[config.mk]
export PLATFORM = sky130hd
export DESIGN_NAME = nnrv_ram_flat
export DESIGN_NICKNAME = d
export VERILOG_FILES = /design/src/rtl/nnrv_ram_if.sv /design/src/rtl/nnrv_ram.sv /design/src/flat_wrapper.sv
export SDC_FILE = /design/constraint.sdc
export NUM_CORES = 2
export LEC_CHECK = 0
export ABC_AREA = 0
export CORE_MARGIN = 2
export CORE_UTILIZATION = 40
export CTS_BUF_LIST = sky130_fd_sc_hd__clkbuf_8
export CTS_CLUSTER_SIZE = 8
export DETAILED_ROUTE_END_ITERATION = 8
export PLACE_DENSITY = 0.58
export SLEW_MARGIN = 5
export SYNTH_ARGS = -nofsm -noshare
export SYNTH_HDL_FRONTEND = slang
export SYNTH_SLANG_ARGS = --single-unit
[constraint.sdc]
create_clock -name i_clk -period 3.3 [get_ports i_clk]
set_input_delay 0.33 -clock i_clk [delete_from_list [all_inputs] [get_ports i_clk]]
set_output_delay 0.33 -clock i_clk [all_outputs]
set_load 0.02 [all_outputs]
[src/rtl/nnrv_ram_if.sv]
// nnrv_ram_if: bundles the nnrv_ram read, write and program-loader signals.
//   slave  modport: used by the RAM (requests in, read data / loader status out)
//   master modport: used by whoever drives the RAM (core datapath, loader host)
// Optional output o_align_err exists only when NNRV_RAM_ALIGN_CHK_EN is defined.
interface nnrv_ram_if #(
    parameter int unsigned ADDR_WIDTH = 8,
    parameter int unsigned DATA_WIDTH = 32
);
    // Read port (fetch stage)
    logic [ADDR_WIDTH-1:0] i_rd_addr;
    logic                  i_rd_en;
    logic [3:0]            i_rd_mask;
    logic [DATA_WIDTH-1:0] o_rd_data;
    // Byte-masked write port (datapath)
    logic [ADDR_WIDTH-1:0] i_wr_addr;
    logic                  i_wr_en;
    logic [3:0]            i_wr_mask;
    logic [DATA_WIDTH-1:0] i_wr_data;
    // Byte-serial program loader
    logic                  i_ld_start;
    logic                  i_ld_valid;
    logic [7:0]            i_ld_byte;
    logic                  i_ld_last;
    logic                  o_ld_busy;
    logic                  o_ld_done;
    logic                  o_ld_ovf;
`ifdef NNRV_RAM_ALIGN_CHK_EN
    logic                  o_align_err;
`endif

    modport slave (
        input  i_rd_addr, i_rd_en, i_rd_mask,
        input  i_wr_addr, i_wr_en, i_wr_mask, i_wr_data,
        input  i_ld_start, i_ld_valid, i_ld_byte, i_ld_last,
        output o_rd_data, o_ld_busy, o_ld_done, o_ld_ovf
`ifdef NNRV_RAM_ALIGN_CHK_EN
        , output o_align_err
`endif
    );

    modport master (
        output i_rd_addr, i_rd_en, i_rd_mask,
        output i_wr_addr, i_wr_en, i_wr_mask, i_wr_data,
        output i_ld_start, i_ld_valid, i_ld_byte, i_ld_last,
        input  o_rd_data, o_ld_busy, o_ld_done, o_ld_ovf
`ifdef NNRV_RAM_ALIGN_CHK_EN
        , input o_align_err
`endif
    );
endinterface

[src/rtl/nnrv_ram.sv]
// nnrv_ram: word-organised memory for the nnrv core.
//   - combinational byte-masked read port (fetch stage)
//   - synchronous byte-masked write port (datapath), blocked while loading
//   - byte-serial program loader FSM (IDLE -> LOAD -> DONE) filling from byte 0
// Ports:
//   i_clk  clock
//   i_rst  synchronous active-high reset (memory contents are not cleared)
//   bus    nnrv_ram_if.slave: rd_*, wr_*, ld_* requests; o_rd_data, o_ld_busy,
//          o_ld_done (one-cycle pulse), o_ld_ovf (sticky pointer wrap)
// Optional: define NNRV_RAM_ALIGN_CHK_EN to add registered o_align_err, flagging
// accesses with an illegal mask or an address not matching the mask's low lane.
module nnrv_ram #(
    parameter int unsigned ADDR_WIDTH = 8,
    parameter int unsigned DATA_WIDTH = 32
) (
    input  logic      i_clk,
    input  logic      i_rst,
    nnrv_ram_if.slave bus
);
    localparam int unsigned LANES   = 4;
    localparam int unsigned WORD_AW = ADDR_WIDTH - 2;
    localparam int unsigned DEPTH   = 1 << WORD_AW;

    typedef enum logic [1:0] {
        ST_IDLE = 2'd0,
        ST_LOAD = 2'd1,
        ST_DONE = 2'd2
    } state_e;

    state_e                state_q, state_d;
    logic [ADDR_WIDTH-1:0] ptr_q, ptr_d;
    logic                  ovf_q, ovf_d;
    logic                  ld_we_c;

    logic [DATA_WIDTH-1:0] mem_q [DEPTH];

    logic [WORD_AW-1:0]    we_word_c;
    logic [LANES-1:0]      we_mask_c;
    logic [DATA_WIDTH-1:0] we_data_c;
    logic [DATA_WIDTH-1:0] rd_word_c;
    logic [DATA_WIDTH-1:0] rd_data_c;

    // Loader state, pointer and sticky overflow registers
    always_ff @(posedge i_clk) begin
        if (i_rst) begin
            state_q <= ST_IDLE;
            ptr_q   <= '0;
            ovf_q   <= 1'b0;
        end else begin
            state_q <= state_d;
            ptr_q   <= ptr_d;
            ovf_q   <= ovf_d;
        end
    end

    // Loader next-state; a start in any state (re)starts the load at byte 0
    always_comb begin
        state_d = state_q;
        ptr_d   = ptr_q;
        ovf_d   = ovf_q;
        ld_we_c = 1'b0;
        case (state_q)
            ST_IDLE: begin
                if (bus.i_ld_start) begin
                    state_d = ST_LOAD;
                    ptr_d   = '0;
                    ovf_d   = 1'b0;
                end
            end
            ST_LOAD: begin
                if (bus.i_ld_start) begin
                    ptr_d = '0;
                    ovf_d = 1'b0;
                end else if (bus.i_ld_valid) begin
                    ld_we_c = 1'b1;
                    ptr_d   = ptr_q + ADDR_WIDTH'(1);
                    if (ptr_q == '1) begin
                        ovf_d = 1'b1;
                    end
                    if (bus.i_ld_last) begin
                        state_d = ST_DONE;
                    end
                end
            end
            ST_DONE: begin
                if (bus.i_ld_start) begin
                    state_d = ST_LOAD;
                    ptr_d   = '0;
                    ovf_d   = 1'b0;
                end else begin
                    state_d = ST_IDLE;
                end
            end
            default: begin
                state_d = ST_IDLE;
            end
        endcase
    end

    // Single write port: loader byte while loading, else datapath write
    always_comb begin
        we_word_c = bus.i_wr_addr[ADDR_WIDTH-1:2];
        we_mask_c = '0;
        we_data_c = bus.i_wr_data;
        if (ld_we_c) begin
            we_word_c = ptr_q[ADDR_WIDTH-1:2];
            we_mask_c = LANES'(1) << ptr_q[1:0];
            we_data_c = DATA_WIDTH'({LANES{bus.i_ld_byte}});
        end else if (bus.i_wr_en && (state_q != ST_LOAD)) begin
            we_mask_c = bus.i_wr_mask;
        end
    end

    // Memory array, byte-lane write enables, no reset
    always_ff @(posedge i_clk) begin
        for (int n = 0; n < LANES; n++) begin
            if (we_mask_c[n]) begin
                mem_q[we_word_c][8*n +: 8] <= we_data_c[8*n +: 8];
            end
        end
    end

    // Combinational read; pre-edge contents are seen during a same-word write
    always_comb begin
        rd_word_c = mem_q[bus.i_rd_addr[ADDR_WIDTH-1:2]];
        rd_data_c = '0;
        for (int n = 0; n < LANES; n++) begin
            if (bus.i_rd_en && bus.i_rd_mask[n]) begin
                rd_data_c[8*n +: 8] = rd_word_c[8*n +: 8];
            end
        end
    end

    assign bus.o_rd_data = rd_data_c;
    assign bus.o_ld_busy = (state_q == ST_LOAD);
    assign bus.o_ld_done = (state_q == ST_DONE);
    assign bus.o_ld_ovf  = ovf_q;

`ifdef NNRV_RAM_ALIGN_CHK_EN
    logic align_err_q, align_err_d;

    // Flags a mask outside {single byte, low half, high half, full word}
    // or an address whose byte offset differs from the mask's lowest lane
    function automatic logic access_bad(input logic [1:0] ofs, input logic [3:0] mask);
        logic       legal;
        logic [1:0] low;
        case (mask)
            4'b0001, 4'b0010, 4'b0100, 4'b1000,
            4'b0011, 4'b1100, 4'b1111: legal = 1'b1;
            default:                   legal = 1'b0;
        endcase
        if (mask[0])      low = 2'd0;
        else if (mask[1]) low = 2'd1;
        else if (mask[2]) low = 2'd2;
        else              low = 2'd3;
        return !legal || (ofs != low);
    endfunction

    always_comb begin
        align_err_d = (bus.i_rd_en && access_bad(bus.i_rd_addr[1:0], bus.i_rd_mask)) ||
                      (bus.i_wr_en && access_bad(bus.i_wr_addr[1:0], bus.i_wr_mask));
    end

    always_ff @(posedge i_clk) begin
        if (i_rst) begin
            align_err_q <= 1'b0;
        end else begin
            align_err_q <= align_err_d;
        end
    end

    assign bus.o_align_err = align_err_q;
`else
    // Byte offsets only matter to the alignment checker
    logic unused_addr_bits;
    assign unused_addr_bits = &{1'b0, bus.i_rd_addr[1:0], bus.i_wr_addr[1:0]};
`endif

endmodule

[src/flat_wrapper.sv]
// flat-port wrapper written by rule: the top's interface ports become plain ports
module nnrv_ram_flat 
#(
    parameter int unsigned ADDR_WIDTH = 8,
    parameter int unsigned DATA_WIDTH = 32
)
  (i_clk, i_rst, bus_i_rd_addr, bus_i_rd_en, bus_i_rd_mask, bus_i_wr_addr, bus_i_wr_en, bus_i_wr_mask, bus_i_wr_data, bus_i_ld_start, bus_i_ld_valid, bus_i_ld_byte, bus_i_ld_last, bus_o_rd_data, bus_o_ld_busy, bus_o_ld_done, bus_o_ld_ovf);
  nnrv_ram_if #(.ADDR_WIDTH(ADDR_WIDTH), .DATA_WIDTH(DATA_WIDTH)) bus_i ();
  input  logic i_clk;
  input  logic i_rst;
  input wire logic [$bits(bus_i.i_rd_addr)-1:0] bus_i_rd_addr;
  input wire logic [$bits(bus_i.i_rd_en)-1:0] bus_i_rd_en;
  input wire logic [$bits(bus_i.i_rd_mask)-1:0] bus_i_rd_mask;
  input wire logic [$bits(bus_i.i_wr_addr)-1:0] bus_i_wr_addr;
  input wire logic [$bits(bus_i.i_wr_en)-1:0] bus_i_wr_en;
  input wire logic [$bits(bus_i.i_wr_mask)-1:0] bus_i_wr_mask;
  input wire logic [$bits(bus_i.i_wr_data)-1:0] bus_i_wr_data;
  input wire logic [$bits(bus_i.i_ld_start)-1:0] bus_i_ld_start;
  input wire logic [$bits(bus_i.i_ld_valid)-1:0] bus_i_ld_valid;
  input wire logic [$bits(bus_i.i_ld_byte)-1:0] bus_i_ld_byte;
  input wire logic [$bits(bus_i.i_ld_last)-1:0] bus_i_ld_last;
  output wire logic [$bits(bus_i.o_rd_data)-1:0] bus_o_rd_data;
  output wire logic [$bits(bus_i.o_ld_busy)-1:0] bus_o_ld_busy;
  output wire logic [$bits(bus_i.o_ld_done)-1:0] bus_o_ld_done;
  output wire logic [$bits(bus_i.o_ld_ovf)-1:0] bus_o_ld_ovf;
  assign bus_i.i_rd_addr = bus_i_rd_addr;
  assign bus_i.i_rd_en = bus_i_rd_en;
  assign bus_i.i_rd_mask = bus_i_rd_mask;
  assign bus_i.i_wr_addr = bus_i_wr_addr;
  assign bus_i.i_wr_en = bus_i_wr_en;
  assign bus_i.i_wr_mask = bus_i_wr_mask;
  assign bus_i.i_wr_data = bus_i_wr_data;
  assign bus_i.i_ld_start = bus_i_ld_start;
  assign bus_i.i_ld_valid = bus_i_ld_valid;
  assign bus_i.i_ld_byte = bus_i_ld_byte;
  assign bus_i.i_ld_last = bus_i_ld_last;
  assign bus_o_rd_data = bus_i.o_rd_data;
  assign bus_o_ld_busy = bus_i.o_ld_busy;
  assign bus_o_ld_done = bus_i.o_ld_done;
  assign bus_o_ld_ovf = bus_i.o_ld_ovf;
  nnrv_ram #(.ADDR_WIDTH(ADDR_WIDTH), .DATA_WIDTH(DATA_WIDTH)) u_core (.i_clk(i_clk), .i_rst(i_rst), .bus(bus_i));
endmodule
==> impl_results.md <==
* Crit end category: output port
* DR vias/cell at 5.58
* Period utilisation layout at 104%
* Max-capacitance violation count at 0
* Synth unique cells at 70
* Layout Skew at ~0.044 ns
* Post-Syn Area at about 80000 um2
* Gr ovfl total at 0
* Post-place instance area at 90900 um2
* Crit Reg-Reg Startpoint: u_core.state_q[0]
* Share of layout cells above drive strength 1 at between 30 and 40%
* Gr usage total at 21.5%
* Core footprint at 200000 um2
* Fraction of registers with async set/reset at 0%
* Hold Crit Class: input port to flop
* Die height at 453 um
* Port Buf Inserts at ~100
* Die width at roughly 450 um
* F_max at 291 MHz
* WL final at 221000 um
* Starting Density at 40.3%
* DR vias at around 43000
* Non-Filler Instances at 7675
* Critical Path AT at 3.10 ns
* Worst-skew pair later-pin latency at 1.05 ns
* Seq/Total Area, Yosys at 76.6%
* CTS clock-pin slew for the worst setup and hold paths at ~0.060 ns
* Drc violations at 0
* WP data required at 2.97 ns
* Status: finished, violations left
* Failing checks: negative setup slack
* Drt first pass iters at 6
* Setup_tns at -0.414 ns
* Vias in the first global route at about 44000
* First-pass GRT wire length at 315000 um
* Mean Syn Cell Area at approximately 21 um2
* Die ar. at 205000 um2
* Period minus WS final at 3.43 ns
* Worst Setup SP: u_core.mem_q[43][4]
* Slew Viols, Final at 0
* CP Class: flop to output port
* Clock buffer depth at 4
* Dpl hpwl at ~150000 um
* Clock sink total at 2059
* # IOs at 106
* Crit start category: flop
* Pleak at approximately 32 nW
* H-tree depth at 5
* Ys flop type: edfxtp_1
* Post-synth EDFFs at 2048
* Cell count after synthesis at approximately 3800
* Final setup fails at 8
* Final Power at about 53 mW
* Final Instance Area at 97400 um2
* Syn Nets at 3869
* RD Place Congestion at 0.842
* Post-detailed-route count of antenna-violating nets at 0
* Layout area overhead at 20.9%
* #FFs+latches synth at 2059
* Fin worst setup slack at -0.134 ns
* DR WL/cell at 28.8 um
* Num CTS Buffers at approximately 350
* Crit Path Max Fanout at 1
* Nets at 4864
* CTS tree: done
* Root Buffer: clkbuf_8
* Rows at 164
* Power per Cell Area at 541 nW/um2
* Post-CTS setup buffer count at 0
* Final Hold Vio Count at 0
* Hold path start: bus_i_ld_start
* Initial antenna violation count at 12
* VDD IR max at 477 uV
* Starting DRC count in detailed routing at 4366
* Ys Warns at 0
* Worst rel slew slack at 13.5%
* DP Cell Count at 7095
* Largest net degree at the start of global routing at 65
* Slew @ Worst Pin at approximately 1.3 ns
* RSZ-0062 raised after global routing: yes
state kept, by name (all words and copies together), names as in the netlist:
| signal | cells |
|---|---|
| u_core.state_q | 2 |
| u_core.bus.o_ld_ovf | 1 |
| u_core.ptr_q | 8 |
| u_core.mem_q | 2048 |
path summary, 6_finish.rpt:
path / end / slack, ns / depth (start not counted)
min: u_core.state_q[0] / 0.09 / 3
max: bus_o_rd_data[4] / -0.13 / 6
max reg2reg: u_core.mem_q[7][30] / 0.25 / 9
min reg2reg: u_core.bus.o_ld_ovf / 0.54 / 2
layout make-up:
type	instances	area [um2]
Multi-Input combinational cell	1519	18500
Tap cell	2656	3320
Timing Repair Buffer	850	7910
Fill cell	16400	103000
Clock buffer	359	4940
Clock inverter	217	921
Sequential cell	2059	61700
Antenna cell	8	20.0
Inverter	7	31.3
cell families (layout without fill, tap and decap cells):
group / after synthesis / in the layout / share of synthesized area (%)
flip-flops: 2059 / 2059 / 76.6
multiplexers: 648 / 648 / 16.6
AND/OR/NAND/NOR: 647 / 647 / 3.40
buffers and inverters: 216 / 1433 / 1.41
AO/OA/AOI/OAI: 214 / 214 / 1.86
XOR/XNOR: 6 / 6 / 0.0652
adder cells (fa/ha/maj): 4 / 4 / 0.0621
other: 0 / 8 / 0
placed cells by master (no fill, tap or decap), drive strengths merged, types with 15 or more instances in the layout:
cell type / synthesis / layout
a211oi: 15 / 15
a21oi: 33 / 33
a22oi: 44 / 44
and2: 15 / 15
buf: 128 / 782
clkbuf: 81 / 359
clkdlybuf4s50: 0 / 63
clkinv: 1 / 89
edfxtp: 2048 / 2048
inv: 6 / 129
mux2i: 86 / 86
mux4: 550 / 550
nand2: 211 / 211
nand3: 41 / 41
nor2: 302 / 302
nor2b: 15 / 15
o21ai: 25 / 25
o22ai: 19 / 19
cells in the mapped netlist (all sizes together) (5+ instances only):
cell | n | share of area (%)
nor3 | 13 | 0.081
a31oi | 10 | 0.078
and2 | 15 | 0.12
nor2 | 302 | 1.4
mux4 | 550 | 15
dfxtp | 11 | 0.27
o211ai | 6 | 0.056
a32oi | 6 | 0.065
o21ai | 25 | 0.16
mux2i | 86 | 1.1
a221oi | 10 | 0.11
a21oi | 33 | 0.20
clkbuf | 81 | 0.38
nand2b | 12 | 0.093
edfxtp | 2048 | 76
o22ai | 19 | 0.15
a22oi | 44 | 0.41
nand4 | 5 | 0.039
a22o | 5 | 0.054
nand3b | 11 | 0.10
buf | 128 | 1.0
o31ai | 7 | 0.065
nand2 | 211 | 0.98
nor2b | 15 | 0.12
a211oi | 15 | 0.14
nand3 | 41 | 0.25
inv | 6 | 0.028
mux2 | 12 | 0.17
report_power, final:
| group | switching (mW) | internal, mW | leakage, nW | total (mW) |
|---|---|---|---|---|
| sequential | 0.0155 | 29.0 | 18.5 | 29.0 |
| clock | 9.81 | 10.1 | 3.44 | 19.9 |
| combinational | 2.24 | 1.51 | 10.4 | 3.75 |
| total | 12.1 | 40.6 | 32.3 | 52.7 |
timing repair:
action | in CTS | in global routing
hold endpoints to repair | 3 | 0
gates resized for setup | 243 | 26
setup endpoints to repair | 31 | 21
hold buffers | 4 | 0
pin swaps | 45 | 16
per-layer routing:
layer  up-vias  global-route usage (%)  share of wire (%)
li1      17800                       -                  -
met1     22800                    29.3                 40
met2      1717                    34.4                 49
met3       459                    3.60                6.9
met4         2                    8.93                4.0
met5         -                       0             0.0091
metrics by stage:
| stage | worst slack, ns | hold WS [ns] | util [%] |
|---|---|---|---|
| 3_3_place_gp | -0.686 | 0.498 | 45.4 |
| 2_1_floorplan | 0.564 | 0.399 | - |
| 3_5_place_dp | -0.657 | 0.516 | 45.4 |
| 4_1_cts | -0.260 | 0.0194 | 48.6 |
| 6_report | -0.134 | 0.0907 | 48.7 |
| 5_1_grt | -0.205 | 0.0944 | 48.7 |
critical path, cell delays in order (launching register included):
cell	delay [ns]
edfxtp_1	0.35
mux4_2	0.51
mux4_2	0.53
mux2_4	0.30
o22ai_4	0.19
nor4_4	0.07
buf_6	0.13
No activity file was read; power rests on OpenSTA's default activity.
